**src/rtl/bcd_serial_adder_ctrl.sv**
```systemverilog
// Serial packed-BCD adder: latches two DIGITS-wide operands on start and adds
// one decimal digit per clock, least-significant digit first.
module bcd_serial_adder_ctrl #(
    parameter int DIGITS = 4
) (
    input  logic                clk,
    input  logic                rst,
    input  logic                start,
    input  logic [4*DIGITS-1:0] a,
    input  logic [4*DIGITS-1:0] b,
    input  logic                cin,
    output logic                busy,
    output logic                done,
    output logic [4*DIGITS-1:0] sum,
    output logic                cout,
    output logic                err
);

    localparam int W  = 4 * DIGITS;
    localparam int IW = (DIGITS > 1) ? $clog2(DIGITS) : 1;

    // Handshake: start is a level request, accepted on any edge where the
    // FSM is IDLE or DONE; done pulses for one cycle when sum/cout/err are valid.
    typedef enum logic [1:0] {
        IDLE = 2'd0,
        ADD  = 2'd1,
        DONE = 2'd2
    } state_t;

    state_t        state;
    logic [W-1:0]  a_d;
    logic [W-1:0]  b_d;
    logic          carry;
    logic [IW-1:0] idx;

    logic [3:0] a_dig;
    logic [3:0] b_dig;
    logic [4:0] raw;
    logic       dig_carry;
    logic [3:0] dig_val;
    logic       dig_bad;
    logic       last_dig;

    // Single-digit BCD add; the +6 correction only needs the low nibble.
    always_comb begin
        a_dig     = a_d[4*idx +: 4];
        b_dig     = b_d[4*idx +: 4];
        raw       = 5'(a_dig) + 5'(b_dig) + 5'(carry);
        dig_carry = (raw > 5'd9);
        dig_val   = dig_carry ? (raw[3:0] + 4'd6) : raw[3:0];
        dig_bad   = (a_dig > 4'd9) || (b_dig > 4'd9);
        last_dig  = (idx == IW'(DIGITS - 1));
    end

    always_ff @(posedge clk) begin
        if (rst) begin
            state <= IDLE;
            a_d   <= '0;
            b_d   <= '0;
            carry <= 1'b0;
            idx   <= '0;
            busy  <= 1'b0;
            done  <= 1'b0;
            sum   <= '0;
            cout  <= 1'b0;
            err   <= 1'b0;
        end else begin
            case (state)
                IDLE, DONE: begin
                    done <= 1'b0;
                    if (start) begin
                        state <= ADD;
                        a_d   <= a;
                        b_d   <= b;
                        carry <= cin;
                        idx   <= '0;
                        busy  <= 1'b1;
                        sum   <= '0;
                        cout  <= 1'b0;
                        err   <= 1'b0;
                    end else begin
                        state <= IDLE;
                    end
                end
                ADD: begin
                    sum[4*idx +: 4] <= dig_val;
                    carry           <= dig_carry;
                    err             <= err | dig_bad;
                    if (last_dig) begin
                        state <= DONE;
                        idx   <= '0;
                        cout  <= dig_carry;
                        busy  <= 1'b0;
                        done  <= 1'b1;
                    end else begin
                        idx <= idx + 1'b1;
                    end
                end
                default: begin
                    state <= IDLE;
                    busy  <= 1'b0;
                    done  <= 1'b0;
                end
            endcase
        end
    end

endmodule

```
**config.mk**
```make
export PLATFORM = sky130hd
export DESIGN_NAME = bcd_serial_adder_ctrl
export DESIGN_NICKNAME = d
export VERILOG_FILES = /design/src/rtl/bcd_serial_adder_ctrl.sv
export SDC_FILE = /design/constraint.sdc
export NUM_CORES = 1
export LEC_CHECK = 0
export CAP_MARGIN = 20
export CELL_PAD_IN_SITES_DETAIL_PLACEMENT = 2
export CELL_PAD_IN_SITES_GLOBAL_PLACEMENT = 2
export CORE_MARGIN = 2
export CORE_UTILIZATION = 28
export CTS_BUF_LIST = sky130_fd_sc_hd__clkbuf_4
export CTS_CLUSTER_DIAMETER = 50
export DETAILED_ROUTE_END_ITERATION = 12
export PLACE_DENSITY_LB_ADDON = 0.1
export SYNTH_ARGS = -nofsm -noshare
export SYNTH_HDL_FRONTEND = slang
export SYNTH_SLANG_ARGS = --single-unit
```
**constraint.sdc**
```tcl
create_clock -name clk -period 3.5 [get_ports clk]
set_input_delay 0.525 -clock clk [delete_from_list [all_inputs] [get_ports clk]]
set_output_delay 0.525 -clock clk [all_outputs]
set_load 0.01 [all_outputs]
```
==> flow_summary.yaml, run 1 <==
routing:
  drc_errors: 0
  wirelength_um: 7230
  drt-wirelength-per-cell_um: 16.0
  detail_route.vias_per_cell: 4.97
  drt_first_iter_violations: 40
  route.vias.total: 2245
  number_of_search_and_repair_iterations_in_the_first_detailed_routing_pass: 4
  detail-route-antenna-nets: 0
worst_setup_path:
  crit_path_max_incr_delay_ns: 0.60
  crit_top_cell: "fa_2"
  timing.critical_path.slowest_stage_cell: "fa_2"
  regToRegSetupSlack_ns: 0.11
  path_class: "flop to flop"
  crit_path_leading_delay_family: "adder cells"
  worstSetupEndpointType: "flop"
  startpoint_type: "flop"
  critPathRequiredTime_ns: 3.86
  cp.arrival_ns: 3.75
  crit_fanout: 5
  crit_path_cell_trace: "mux4_2 > fa_2 > fa_2 > inv_2 > ha_4 > nor2b_4 > a31o_4 > o31ai_4 > mux2_4 > nor2_4 > a22o_1"
  cp.buffers_inverters: 1
timing:
  timing.final.crit_share_pct: 96.8
  hold_viol_final: 0
  worst_slew_pin_slew_ns: 0.796
  skew_ns: 0.00973
  rsz0062_at_grt: "no"
  maxClockFrequency_mhz: 295
  finalCriticalPeriod_ns: 3.39
  fin_tns_setup_ns: 0
  slew_violations: 0
  endpoints_failing_setup: 0
  relSlewSlack_pct: 46.8
logic_synthesis:
  synthCells: 282
  synth.top_cells.by_count: "67 x nand2_1, 57 x dfxtp_1, 45 x a21oi_1, 17 x nor2_1, 15 x clkbuf_1"
  postSynthRegisterBits: 57
  synth.top_cell.area_share_pct: 45.3
  yosys.cell_types.count: 32
  synth-edff-count: 0
  fraction_of_synthesis_flops_using_an_asynchronous_set_or_reset_pin_pct: 0
  yosys.cell_count.top_type: "nand2_1"
  synth-warning-count: 0
  mappedNetlistArea_um2: 2520
  synth.largest_area_cell: "dfxtp_1"
  synth_flop_cell: "dfxtp_1"
  mappedNetlistNets: 328
  synth-seq-area-share_pct: 45.3
  synth.area.top_cells: "dfxtp_1 45%, nand2_1 10%, a21oi_1 8.9%, mux4_2 7.1%, ha_1 4.0%"
  synth.avg_cell_area_um2: 8.94
layout:
  layout.nets: 385
  areaGrowthSynthToFinish_pct: 32.8
  finish.instance_area_um2: 3350
  drive_above_1_share_pct: 12.8
  diodes: 0
  num-fill-cells: 967
pwr:
  power_density_nw_per_um2: 421
  worst_ir_drop_vdd_v: 0.000109
  leakagePower_nw: 1.24
place:
  numPortBuffers: 55
  dpl.hpwl_um: 5330
  gp_weighted_congestion: 0.707
  dpl_cell_area_um2: 3230
clocking:
  cts-buffers-inserted: 9
  clkTransAtPathRegs_ns: 0.10
  cts.hold.buffers_added: 0
  cts.htree.levels: 3
  tritoncts: "done"
  max-clock-path-buffers: 2
  numClockSinks: 57
  clk-insertion-delay-late_ns: 0.41
  post-cts-setup-buffer-count: 0
  cts_resized: 0
  cts-root-buf: "clkbuf_4"
global_route:
  grt_max_degree: 36
  grt-ovfl-total: 0
  grt_first_pass_wirelength_um: 11800
  grt_antenna_before_repair: 0
  grt_pass1_vias: 2405
  globalRouteTotalUtil_pct: 15.5
floorplan:
  floorplan.io_pins: 56
  floorplan.die.width_um: 98.9
  die_height_um: 98.9
  floorplan.die_area_um2: 9780
  core_area_um2: 8720
  placementRows: 34
  initial_core_utilization_pct: 28.9
flow_run:
  drv_cap: 0
status:
  outcome: "finished, final reports clean"
worst_hold_path:
  worstHoldPathType: "flop to flop"
-- power breakdown --
group	internal (mW)	total (mW)	switching, mW
logic	0.155	0.321	0.165
clock network	0.142	0.391	0.249
registers	0.678	0.697	0.0187
total	0.976	1.41	0.433
-- stage by stage --
stage / power (mW) / setup slack, ns / hold slack, ns / util (%) / std cells
finish: 1.41 / 0.111 / 0.458 / 38.4 / 452
global route: 1.49 / 0.00455 / 0.485 / 38.4 / 452
CTS: 1.43 / 0.0499 / 0.463 / 38.2 / 452
detailed placement: 1.03 / 0.0774 / 0.448 / 37.1 / 436
global placement: 1.02 / 0.161 / 0.442 / 37.1 / 436
floorplan: 0.918 / -0.0255 / 0.433 / - / 282
-- placed cells by master (no fill, tap or decap), types with 3 or more instances in the layout --
master / instances
mux4_2: 8
dfxtp_1: 56
inv_1: 3
clkbuf_4: 10
nand3_1: 3
a22o_1: 8
nor3_1: 4
buf_4: 9
nand2b_1: 3
nand2_1: 67
a21oi_1: 45
a211oi_1: 3
clkdlybuf4s50_1: 54
a22oi_1: 8
o21ai_0: 5
ha_1: 7
clkinv_1: 4
nor2_1: 17
-- cell type report --
class	instances	area [um^2]	share of cell area [%]
inverter	4	15.0	0.449
tap	108	135	4.04
clock buffer	10	75.1	2.24
timing repair buffer	64	613	18.3
sequential	57	1140	34.2
multi-input combinational	203	1340	40.0
clock inverter	6	25.0	0.748
-- path summary, 6_finish.rpt --
path | cells past startpoint | start | end
max | 11 | idx[0] | sum[6]
min reg2reg | 2 | b_d[13] | b_d[13]
min | 2 | b_d[13] | b_d[13]
max reg2reg | 11 | idx[0] | sum[6]
-- state kept, by name (all words and copies together) (netlist names) --
register  cells
sum          16
state         2
b_d          16
a_d          16
cout          1
done          1
carry         1
err           1
idx           2
busy          1
-- layer usage --
metal / track usage [%] / vias to the layer above / wire length (um)
met5: 0 / - / 0
met4: 7.27 / 0 / 128
met3: 3.40 / 10 / 248
met2: 26.6 / 49 / 3530
met1: 18.5 / 1091 / 3320
li1: - / 1095 / -
-- worst register-to-register path, cell delays in order, from the launching register on --
cell     delay [ns]
dfxtp_4        0.39
mux4_2         0.52
fa_2           0.40
fa_2           0.60
inv_2          0.09
ha_4           0.17
nor2b_4        0.12
a31o_4         0.23
o31ai_4        0.21
mux2_4         0.34
nor2_4         0.15
a22o_1         0.15
-- kinds of logic (layout without fill, tap and decap cells) --
family                     after synthesis  in the layout  synth area share (%)
xor gates and xnor gates                 2              2                 0.695
DFF                                     57             57                  45.3
buffers and inverters                   22             84                  3.52
AOI/OAI and AO/OA                       75             75                  18.8
muxes                                   10             10                  8.14
adders and majority gates               10             10                  5.56
and+or+nand+nor                        106            106                  18.0
Note: power is estimated with default switching activity, not from simulation.
==> run 2, diff against run 1 <==
--- a/config.mk
+++ b/config.mk
@@ -5,11 +5,12 @@
 export SDC_FILE = /design/constraint.sdc
 export NUM_CORES = 1
 export LEC_CHECK = 0
+export ABC_AREA = 1
 export CAP_MARGIN = 20
 export CELL_PAD_IN_SITES_DETAIL_PLACEMENT = 2
 export CELL_PAD_IN_SITES_GLOBAL_PLACEMENT = 2
 export CORE_MARGIN = 2
-export CORE_UTILIZATION = 28
+export CORE_UTILIZATION = 26
 export CTS_BUF_LIST = sky130_fd_sc_hd__clkbuf_4
 export CTS_CLUSTER_DIAMETER = 50
 export DETAILED_ROUTE_END_ITERATION = 12
==> run 2 against run 1 <==
Net effect:
- register-to-register slack improved by 0.28 ns
- critical path depth rose by 7
- final cell count rose by 26%
- non-clock buffer count fell by 4
- via count rose by 16%
- cell area rose by 3.9%
- sequential share of layout area fell by 1.4 points
- power rose by 16%
- highest routed layer unchanged
==> flow_summary.yaml, run 2 <==
timing:
  hold_viol_final: 0
  relSlewSlack_pct: 40.3
  maxClockFrequency_mhz: 322
  slew_violations: 0
  endpoints_failing_setup: 0
  timing.final.crit_share_pct: 88.8
  skew_ns: 0.0152
  rsz0062_at_grt: "no"
  worst_slew_pin_slew_ns: 0.895
  finalCriticalPeriod_ns: 3.11
  fin_tns_setup_ns: 0
clocking:
  max-clock-path-buffers: 2
  numClockSinks: 57
  post-cts-setup-buffer-count: 0
  cts-root-buf: "clkbuf_4"
  tritoncts: "done"
  clk-insertion-delay-late_ns: 0.42
  cts_resized: 0
  cts-buffers-inserted: 9
  clkTransAtPathRegs_ns: 0.12
  cts.htree.levels: 3
  cts.hold.buffers_added: 0
routing:
  drt-wirelength-per-cell_um: 14.5
  route.vias.total: 2607
  detail_route.vias_per_cell: 4.58
  detail-route-antenna-nets: 0
  drc_errors: 0
  drt_first_iter_violations: 60
  wirelength_um: 8270
  number_of_search_and_repair_iterations_in_the_first_detailed_routing_pass: 4
floorplan:
  floorplan.die_area_um2: 11200
  placementRows: 37
  floorplan.io_pins: 56
  initial_core_utilization_pct: 26.5
  die_height_um: 106
  core_area_um2: 10200
  floorplan.die.width_um: 106
logic_synthesis:
  synth.largest_area_cell: "dfxtp_1"
  synth-edff-count: 0
  synth-warning-count: 0
  mappedNetlistArea_um2: 2700
  synth-seq-area-share_pct: 42.3
  synth.top_cells.by_count: "83 x nor2_1, 57 x dfxtp_1, 54 x nand2_1, 49 x o21ai_0, 30 x a21oi_1"
  synth_flop_cell: "dfxtp_1"
  synth.avg_cell_area_um2: 7.21
  yosys.cell_types.count: 30
  fraction_of_synthesis_flops_using_an_asynchronous_set_or_reset_pin_pct: 0
  postSynthRegisterBits: 57
  synthCells: 374
  synth.area.top_cells: "dfxtp_1 42%, nor2_1 12%, o21ai_0 9.1%, nand2_1 7.5%, a21oi_1 5.6%"
  mappedNetlistNets: 420
  yosys.cell_count.top_type: "nor2_1"
  synth.top_cell.area_share_pct: 42.3
pwr:
  leakagePower_nw: 1.38
  share_of_power_burned_in_registers_pct: 43.8
  power_dissipated_by_switching_net_loads_mw: 0.617
  power.share.clock_pct: 25.7
  power_density_nw_per_um2: 470
  worst_ir_drop_vdd_v: 0.000144
  power.combinational.fraction_pct: 30.5
  internal_power_mw: 1.02
  power.share.switching_pct: 37.8
worst_setup_path:
  worstSetupEndpointType: "flop"
  crit_path_cell_trace: "buf_4 > o21ai_0 > o22ai_1 > fa_1 > fa_1 > nand2_1 > nand2_1 > ha_1 > inv_1 > nor2_1 > a21oi_2 > nand2_2 > nand2_4 > nand2_2 > nand4_2 > nor2_1 > nor2_1 > nor2_1"
  startpoint_type: "flop"
  cp.arrival_ns: 3.42
  crit_path_leading_delay_family: "adder cells"
  timing.critical_path.slowest_stage_cell: "fa_1"
  cp.buffers_inverters: 2
  crit_fanout: 29
  crit_top_cell: "nor2_1"
  crit_path_max_incr_delay_ns: 0.46
  path_class: "flop to flop"
  critPathRequiredTime_ns: 3.81
place:
  post-place-cells: 553
  dpl.hpwl_um: 6230
  gp_weighted_congestion: 0.736
  dpl_cell_area_um2: 3360
  numPortBuffers: 55
worst_hold_path:
  worstHoldPathType: "flop to flop"
layout:
  areaGrowthSynthToFinish_pct: 29.0
  largest_registers: "a_d (16), b_d (16), sum (16)"
  stdcell_count: 569
  layout.nets: 474
  finish.instance_area_um2: 3480
  layout_commonest_cell: "nor2_1"
  layout_common_cells: "83 x nor2_1, 57 x dfxtp_1, 55 x clkdlybuf4s50_1"
  drive_above_1_share_pct: 8.08
  diodes: 0
global_route:
  grt_max_degree: 35
  globalRouteTotalUtil_pct: 15.9
  grt_first_pass_wirelength_um: 13800
  grt-ovfl-total: 0
  grt_pass1_vias: 2740
  grt_antenna_before_repair: 0
flow_run:
  drv_cap: 0
status:
  outcome: "finished, final reports clean"
-- run 2: stage by stage --
step / hold slack, ns / utilization, % / setup WS (ns) / power (mW)
floorplan: 0.424 / - / 0.476 / 1.07
global placement: 0.437 / 33.0 / 0.479 / 1.22
detailed placement: 0.446 / 33.0 / 0.396 / 1.24
CTS: 0.463 / 34.2 / 0.357 / 1.67
global route: 0.505 / 34.2 / 0.0379 / 1.76
finish: 0.457 / 34.2 / 0.391 / 1.63
-- run 2: final timing paths --
kind	startpoint	endpoint	slack, ns	cells after the start
max	idx[0]	sum[7]	0.39	18
min	b_d[2]	b_d[2]	0.46	2
max reg2reg	idx[0]	sum[7]	0.39	18
min reg2reg	b_d[2]	b_d[2]	0.46	2
-- run 2: cell type report --
class,count,area [um^2]
Sequential cell,57,1140
Tap cell,136,170
Multi-Input combinational cell,268,1340
Clock buffer,9,67.6
Timing Repair Buffer,60,588
Inverter,32,120
Fill cell,1236,6710
Clock inverter,7,47.5
-- run 2: worst min-delay path: cells and delay by family, from the launching register on --
kind,cells,cell delay [ns]
compound gates,1,0.05
flops,1,0.31
buf+inv,1,0.06
-- run 2: per-layer routing --
metal / part of all wire, % / GRT usage (%) / vias up
met5: 0 / 0 / -
met4: 0.91 / 5.08 / 0
met3: 2.7 / 3.15 / 9
met2: 52 / 29.6 / 41
met1: 45 / 18.0 / 1230
li1: - / - / 1327
-- run 2: power by group through the flow --
stage	sequential [mW]	combinational [mW]	clock [mW]
after floorplan	0.727	0.342	0
after global placement	0.730	0.491	0
after detailed placement	0.731	0.507	0
after CTS	0.716	0.509	0.449
after global routing	0.722	0.568	0.473
final	0.715	0.498	0.420
-- run 2: logic make-up after synthesis --
logic type	after synthesis	synth area share (%)
compound gates	88	17.3
fa+ha+maj	10	5.20
buf+inv	49	7.84
flops	57	42.3
simple gates	170	27.3
